$ cat config.mk
export PLATFORM = sky130hd
export DESIGN_NAME = seg7_scan_driver
export DESIGN_NICKNAME = d
export VERILOG_FILES = /design/src/rtl/seg7_pkg.sv /design/src/rtl/seg7_hex_decode.sv /design/src/rtl/seg7_scan_driver.sv
export SDC_FILE = /design/constraint.sdc
export NUM_CORES = 1
export LEC_CHECK = 0
export CAP_MARGIN = 10
export CORE_MARGIN = 4
export CORE_UTILIZATION = 62
export CTS_BUF_LIST = sky130_fd_sc_hd__clkbuf_2
export DETAILED_ROUTE_END_ITERATION = 10
export GPL_TIMING_DRIVEN = 0
export MAX_ROUTING_LAYER = met4
export PLACE_DENSITY = 0.9
export SYNTH_ARGS = -nofsm -noshare
export SYNTH_HDL_FRONTEND = slang
export SYNTH_HIERARCHICAL = 1
export SYNTH_SLANG_ARGS = --single-unit
$ cat constraint.sdc
create_clock -name clk -period 3.8 [get_ports clk]
set_input_delay 0.76 -clock clk [delete_from_list [all_inputs] [get_ports clk]]
set_output_delay 0.76 -clock clk [all_outputs]
set_load 0.02 [all_outputs]
$ cat src/rtl/seg7_pkg.sv
// seg7_pkg: segment type, blank pattern and hex-to-abcdefg table shared by the scan driver
package seg7_pkg;
  typedef logic [6:0] seg_t;
  localparam seg_t SEG_OFF = 7'b0;
  localparam seg_t SEG_HEX [0:15] = '{
    7'h7E, 7'h30, 7'h6D, 7'h79, 7'h33, 7'h5B, 7'h5F, 7'h70,
    7'h7F, 7'h7B, 7'h77, 7'h1F, 7'h4E, 7'h3D, 7'h4F, 7'h47
  };
endpackage

$ cat src/rtl/seg7_hex_decode.sv
// seg7_hex_decode: combinational hex nibble to {a,b,c,d,e,f,g}, active-high
module seg7_hex_decode
  import seg7_pkg::*;
(
  input  logic [3:0] nib,
  output seg_t       seg
);
  assign seg = SEG_HEX[nib];
endmodule

$ cat src/rtl/seg7_scan_driver.sv
// seg7_scan_driver: time-multiplexed 7-segment driver with frame-aligned updates, LZB and blink
module seg7_scan_driver
  import seg7_pkg::*;
#(
  parameter int NUM_DIGITS     = 4,
  parameter int PRESCALE       = 1000,
  parameter int BLANK_CYCLES   = 2,
  parameter int BLINK_FRAMES   = 64,
  parameter int SEG_ACTIVE_LOW = 0,
  parameter int DIG_ACTIVE_LOW = 1
) (
  input  logic                    clk,
  input  logic                    rst_n,
  input  logic                    wr_valid,
  output logic                    wr_ready,
  input  logic [4*NUM_DIGITS-1:0] wr_data,
  input  logic [NUM_DIGITS-1:0]   wr_dp,
  input  logic                    lzb_en,
  input  logic [NUM_DIGITS-1:0]   blink_mask,
  output seg_t                    seg,
  output logic                    dp,
  output logic [NUM_DIGITS-1:0]   dig_sel,
  output logic                    frame_done
);
  localparam int CW = $clog2(PRESCALE);
  localparam int IW = $clog2(NUM_DIGITS);
  localparam int BW = $clog2(BLINK_FRAMES + 1);
  localparam logic SL = SEG_ACTIVE_LOW != 0;
  localparam logic DL = DIG_ACTIVE_LOW != 0;
  localparam logic [NUM_DIGITS-1:0] ONE = 1;
  logic [CW-1:0] cnt;
  logic [IW-1:0] idx;
  logic [BW-1:0] bcnt;
  logic phase, pend_v, tick, wrap, acc, blank, blink_last;
  logic [4*NUM_DIGITS-1:0] act_d, pend_d;
  logic [NUM_DIGITS-1:0] act_dp, pend_dp, lz;
  logic [3:0] nib;
  seg_t dec;
  assign tick = cnt == CW'(PRESCALE - 1);
  assign wrap = tick && idx == IW'(NUM_DIGITS - 1);
  assign blink_last = bcnt == BW'(BLINK_FRAMES - 1);
  assign wr_ready = !pend_v;
  assign acc = wr_valid && !pend_v;
  assign nib = act_d[4*idx +: 4];
  // lz[i]: nibbles i..top are all zero
  always_comb begin
    lz = '0;
    lz[NUM_DIGITS-1] = act_d[4*NUM_DIGITS-1 -: 4] == 4'd0;
    for (int i = NUM_DIGITS - 2; i >= 0; i--) lz[i] = lz[i+1] && act_d[4*i +: 4] == 4'd0;
  end
  assign blank = (idx != '0 && lzb_en && lz[idx]) || (blink_mask[idx] && phase);
  seg7_hex_decode u_dec (.nib(nib), .seg(dec));
  always_ff @(posedge clk or negedge rst_n)
    if (!rst_n) begin
      cnt <= '0;
      idx <= '0;
      bcnt <= '0;
      phase <= 1'b0;
    end else begin
      cnt <= tick ? '0 : cnt + 1'b1;
      if (tick) idx <= wrap ? '0 : idx + 1'b1;
      if (wrap) bcnt <= blink_last ? '0 : bcnt + 1'b1;
      if (wrap && blink_last) phase <= !phase;
    end
  // pending data only moves to active on a wrap, so a frame never mixes old and new data
  always_ff @(posedge clk or negedge rst_n)
    if (!rst_n) begin
      act_d <= '0;
      act_dp <= '0;
      pend_d <= '0;
      pend_dp <= '0;
      pend_v <= 1'b0;
    end else if (wrap && pend_v) begin
      act_d <= pend_d;
      act_dp <= pend_dp;
      pend_v <= 1'b0;
    end else if (acc) begin
      pend_d <= wr_data;
      pend_dp <= wr_dp;
      pend_v <= 1'b1;
    end
  always_ff @(posedge clk or negedge rst_n)
    if (!rst_n) begin
      seg <= {7{SL}};
      dp <= SL;
      dig_sel <= {NUM_DIGITS{DL}};
      frame_done <= 1'b0;
    end else begin
      seg <= (blank ? SEG_OFF : dec) ^ {7{SL}};
      dp <= (!blank && act_dp[idx]) ^ SL;
      dig_sel <= (int'(cnt) < BLANK_CYCLES ? '0 : ONE << idx) ^ {NUM_DIGITS{DL}};
      frame_done <= wrap;
    end
endmodule

Yosys cells after proc, flatten, opt, wreduce, memory -nomap -nowiden. Memory sizes are Yosys's and may differ from the RTL's. Cells that the tools add are included.

Bits in registers: 74. Bits in read-only memories: 112. Output and inout port bits: 14. Word-level logic and storage cells: 65. Memories: 1.

Memories: (name not given) (words 16, width 7, read ports 1, clocked after memory_dff 0, wr ports 0, line seg7_hex_decode.sv:8) `assign seg = SEG_HEX[nib];`.

$add $sub $neg: 3. Order comparisons: 3. Equal/unequal tests: 3. Shifts and indexed selects: 2. Multiplexer cells: 15. Bitwise operators: 3. Reductions and logical operators: 22.

Operator list (number): $mux 7 (4); $logic_not 4->1 (4); $shiftx 16x5->4 (1); $logic_and 1x1->1 (11); $add 10x1->10 const B (1); $eq 10x10->1 const B (1); $lt 10x2->1 const B (1); $mux 10 (1); $add 7x1->7 const B (1); $eq 7x6->1 const B (1); $bmux 1 s2 (3); $ge 5x5->1 const B (1); $mux 1 (5); $not 4->5 (1); $mux 4 (1); $not 4->4 (1); $reduce_bool 2->1 (2); $shl 1x2->4 const A (1); $logic_not 1->1 (3); $lt 2x3->1 const B (1); $add 2x1->2 const B (1); $eq 2x2->1 const B (1); $mux 2 (1); $reduce_and 2->1 (1); 2 further kinds (2).

Longest topological paths before layout.
Depth in word-level cells: 10. Depth in mapped cells: 8. Depth with buffers taken out: 7.

Hierarchy. The synthesis kept the hierarchy.

By module, submodules not included: seg7_scan_driver (instances 1, cells each 238, area each 3180.6 µm², seq. area each 1856.8 µm²); seg7_hex_decode (instances 1, cells each 33, area each 287.8 µm², seq. area each 0.0 µm²).

Worst setup path after synthesis. No wires, ideal clock.

Path kind: register to register. Start point: register idx[0]. End point: register seg[3]. Library setup time: 0.137 ns. Data arrival time: 2.093 ns. Path slack: 1.570 ns. Stages on the path, launching flop included: 9. Period minus slack after synthesis: 2.230 ns. Path through: dfrtp_1 -> buf_2 -> mux4_2 -> inv_1 -> ha_1 -> inv_1 -> mux4_1 -> nand2_1 -> nor2_1.

Word-level cells in the longest chain between the ends: 6.

Ends and longest elaborated chain: start: declaration (line seg7_scan_driver.sv:32) `logic [IW-1:0] idx;`; start signal: assignment (line seg7_scan_driver.sv:61) `if (tick) idx <= wrap ? '0 : idx + 1'b1;`; $shiftx 16x5->4 (line seg7_scan_driver.sv:44) `assign nib = act_d[4*idx +: 4];`; via nib[1] (line seg7_scan_driver.sv:37) `logic [3:0] nib;`; $not 4->5 (implied by the code) (line seg7_hex_decode.sv:8); $mem_v2 16x7; $mux 7 (implied by the code) (2 in a row) (line seg7_hex_decode.sv:8); via dec[3] (line seg7_scan_driver.sv:38) `seg_t dec;`; $mux 7 (line seg7_scan_driver.sv:89) `seg <= (blank ? SEG_OFF : dec) ^ {7{SL}};`; end signal: assignment (line seg7_scan_driver.sv:84) `seg <= {7{SL}};`; end signal: assignment (line seg7_scan_driver.sv:89); end: declaration (line seg7_scan_driver.sv:20) `output seg_t seg,`.

The timed path passes the listed nets, and every way through them passes these cells. The select of a mux whose other input is x is not followed. A chain may end at the register's enable or synchronous reset.

Final worst setup path. Ends and elaborated chain as after synthesis.

==> results_dict.tcl <==
set metrics [dict create \
    outcome "complete, no violations" \
    p_per_area_nw_per_um2 349.4 \
    first_iter_violations 117 \
    muxShareOfSynthArea_pct 19.52 \
    yosys-top-cells-area "dfrtp_1 51%, mux2_2 7.8%, mux2_1 6.5%, ha_1 4.7%, mux4_2 3.9%" \
    start_util_pct 65.81 \
    grt_pass1_vias 2315 \
    critPathArrivalTime_ns 2.81 \
    drive_above_1_share_pct 19.21 \
    die_area_um2 6855 \
    worstPathCellList "buf_2 > mux4_2 > inv_1 > ha_1 > inv_1 > mux4_1 > nand2_1 > nor2_1" \
    cts_htree_levels 3 \
    dpl.cell_count 382 \
    finalSetupViolCount 0 \
    synth-seq-cells 74 \
    grt_setup_unrepaired "no" \
    fin_crit_sh_pct 64.11 \
    drv_slew 0 \
    cts_made_buffers 9 \
    firstDrtPassIters 4 \
    cp-start-kind "flop" \
    syn_nets 312 \
    post-place-ws_ns 1.190 \
    ys.warnings.count 6 \
    die_width_um 82.80 \
    synth-xor-area-share_pct 2.237 \
    clkLatencyLatePin_ns 0.51 \
    synth_top_area_share_pct 50.51 \
    synthFlopType "dfrtp_1" \
    tightest_slew_ns 0.9009 \
    diodes 0 \
    grt_overflow 0 \
    syn_to_final_growth_pct 16.70 \
    async_reset_ff_share_pct 100.0 \
    postCtsSetupBuffers 0 \
    layout.nets 364 \
    ys_seq_area_share_pct 53.54 \
    netlist_area_um2 3468 \
    synth_top_family_by_area "multiplexers" \
    ir_drop_mv 0.2507 \
    dp_hpwl_mm 4.841 \
    n_fill_cell 336 \
    hold_viol 0 \
    num_vias 2285 \
    avgViaCountPerCell 5.741 \
    path_max_fanout 8 \
    yosys.area_share.simple_pct 11.87 \
    cts_buffer_depth 2 \
    cts_tree "built" \
    placed_area_um2 3964 \
    hp-class "primary input to asynchronous set/reset pin" \
    post-route-min-period_ns 2.436 \
    leakagePower_nw 1.838 \
    holdBufCountCts 0 \
    yosysUniqueCellTypes 48 \
    path_clk_slew_ns 0.20 \
    postCtsResizedCells 0 \
    synth-adder-area-share_pct 4.690 \
    synth_compound_gate_area_share_pct 4.762 \
    maxSlewHeadroom_pct 39.94 \
    multi_input_area_um2 1494 \
    rows 26 \
    crit_buf_inv 3 \
    endpoint_kind "flop" \
    finalNonFillerCells 398 \
    root_buffer "clkbuf_2" \
    fin_util_pct 76.80 \
    regArea_um2 1857 \
    layout_common_cells "70 x dfrtp_1, 40 x clkdlybuf4s50_1, 25 x nand2_1" \
    die_y_um 82.80 \
    finalWirelength_mm 6.646 \
    grt_pass1_wl_mm 11.05 \
    critPathSlowestCell "mux4_2" \
    core_area_um2 5270 \
    fmax_mhz 410.5 \
    worstSetupPathType "flop to flop" \
    wl_per_cell_um 16.70 \
    r2r_slack_ns 1.36 \
    fin_area_um2 4048 \
    ant_nets 0 \
    whs_ns 0.3476 \
    crit_top_cell "inv_1" \
    grt_max_degree 75 \
    boundaryPins 42 \
    io_buffer_count 41 \
    clock_sinks 74 \
    grt.total_usage_pct 22.84 \
    synth_edf_count 0 \
    slowest_delay_ns 0.60 \
    syn_inst 271 \
    setup_slack_ns 1.364 \
    synth_area_leader_cell "dfrtp_1" \
    cp_top_family "multiplexers" \
    clock_skew_ns 0.03173 \
    max_cap_violations 0 \
    final_common_cell "dfrtp_1" \
    required_ns 4.17 \
    gp_congestion 0.8483 \
    antenna_found_initial 0 \
    syn_area_per_cell_um2 12.80 \
    drc 0 \
]
## sequential cells by signal, indices dropped and copies added (netlist names)
signal / count
dp: 1
bcnt: 7
idx: 2
pend_dp: 4
dig_sel: 4
cnt: 10
pend_d: 16
act_dp: 4
act_d: 16
pend_v: 1
seg: 7
phase: 1
frame_done: 1
## final timing paths
kind | depth (start not counted) | end | from
worst max register to register | 8 | seg[3] | idx[0]
worst min-delay path | 1 | pend_dp[2] | rst_n
min in group clk | 1 | cnt[0] | cnt[0]
max in group asynchronous | 1 | pend_d[13] | rst_n
worst max-delay path | 8 | seg[3] | idx[0]
worst min register to register | 1 | cnt[0] | cnt[0]
## report_power, final
group,internal (mW),switching [mW],total (mW)
registers,0.870,0.0471,0.918
clock network,0.0847,0.275,0.360
logic,0.0906,0.0464,0.137
total,1.05,0.368,1.41
## cell families after synthesis
kind of cell	after synthesis
DFF	74
AOI/OAI and AO/OA	25
and+or+nand+nor	79
adders and majority gates	13
xor gates and xnor gates	8
muxes	53
buffers and inverters	19
## worst register-to-register path: stages (launching register included)
cell     delay, ns
dfrtp_1       0.42
buf_2         0.27
mux4_2        0.60
inv_1         0.15
ha_1          0.25
inv_1         0.05
mux4_1        0.47
nand2_1       0.07
nor2_1        0.05
## Yosys cell counts, types with 5 or more instances
| library cell | n |
|---|---|
| ha_1 | 13 |
| nand3_1 | 6 |
| mux4_2 | 6 |
| a21oi_1 | 5 |
| nor3_1 | 5 |
| dfrtp_1 | 70 |
| nor2_1 | 16 |
| nand2_1 | 25 |
| o21ai_0 | 9 |
| inv_1 | 8 |
| mux2_2 | 24 |
| mux2_1 | 20 |
## layer usage
metal,vias to the layer above,global-route usage (%),share of wire (%)
met4,0,6.863,0.80
li1,1064,-,-
met5,-,-,0
met2,71,38.14,52
met1,1143,27.40,41
met3,7,5.940,5.8
## through the flow
| stage | setup TNS [ns] | total power [mW] |
|---|---|---|
| 2_1_floorplan | 0 | 0.9950 |
| 3_3_place_gp | -27.84 | 1.059 |
| 3_5_place_dp | 0 | 1.073 |
| 4_1_cts | 0 | 1.430 |
| 5_1_grt | 0 | 1.488 |
| 6_report | 0 | 1.414 |
## area by class of cell
class	count	share of cell area, %
buffer	10	1.947
clock buffer	10	1.236
clock inverter	6	0.8346
inverter	9	0.9583
multi-input combinational	178	36.91
sequential	74	45.87
tap	70	2.164
timing repair buffer	41	10.08
Power figures use the tool's default switching activity.
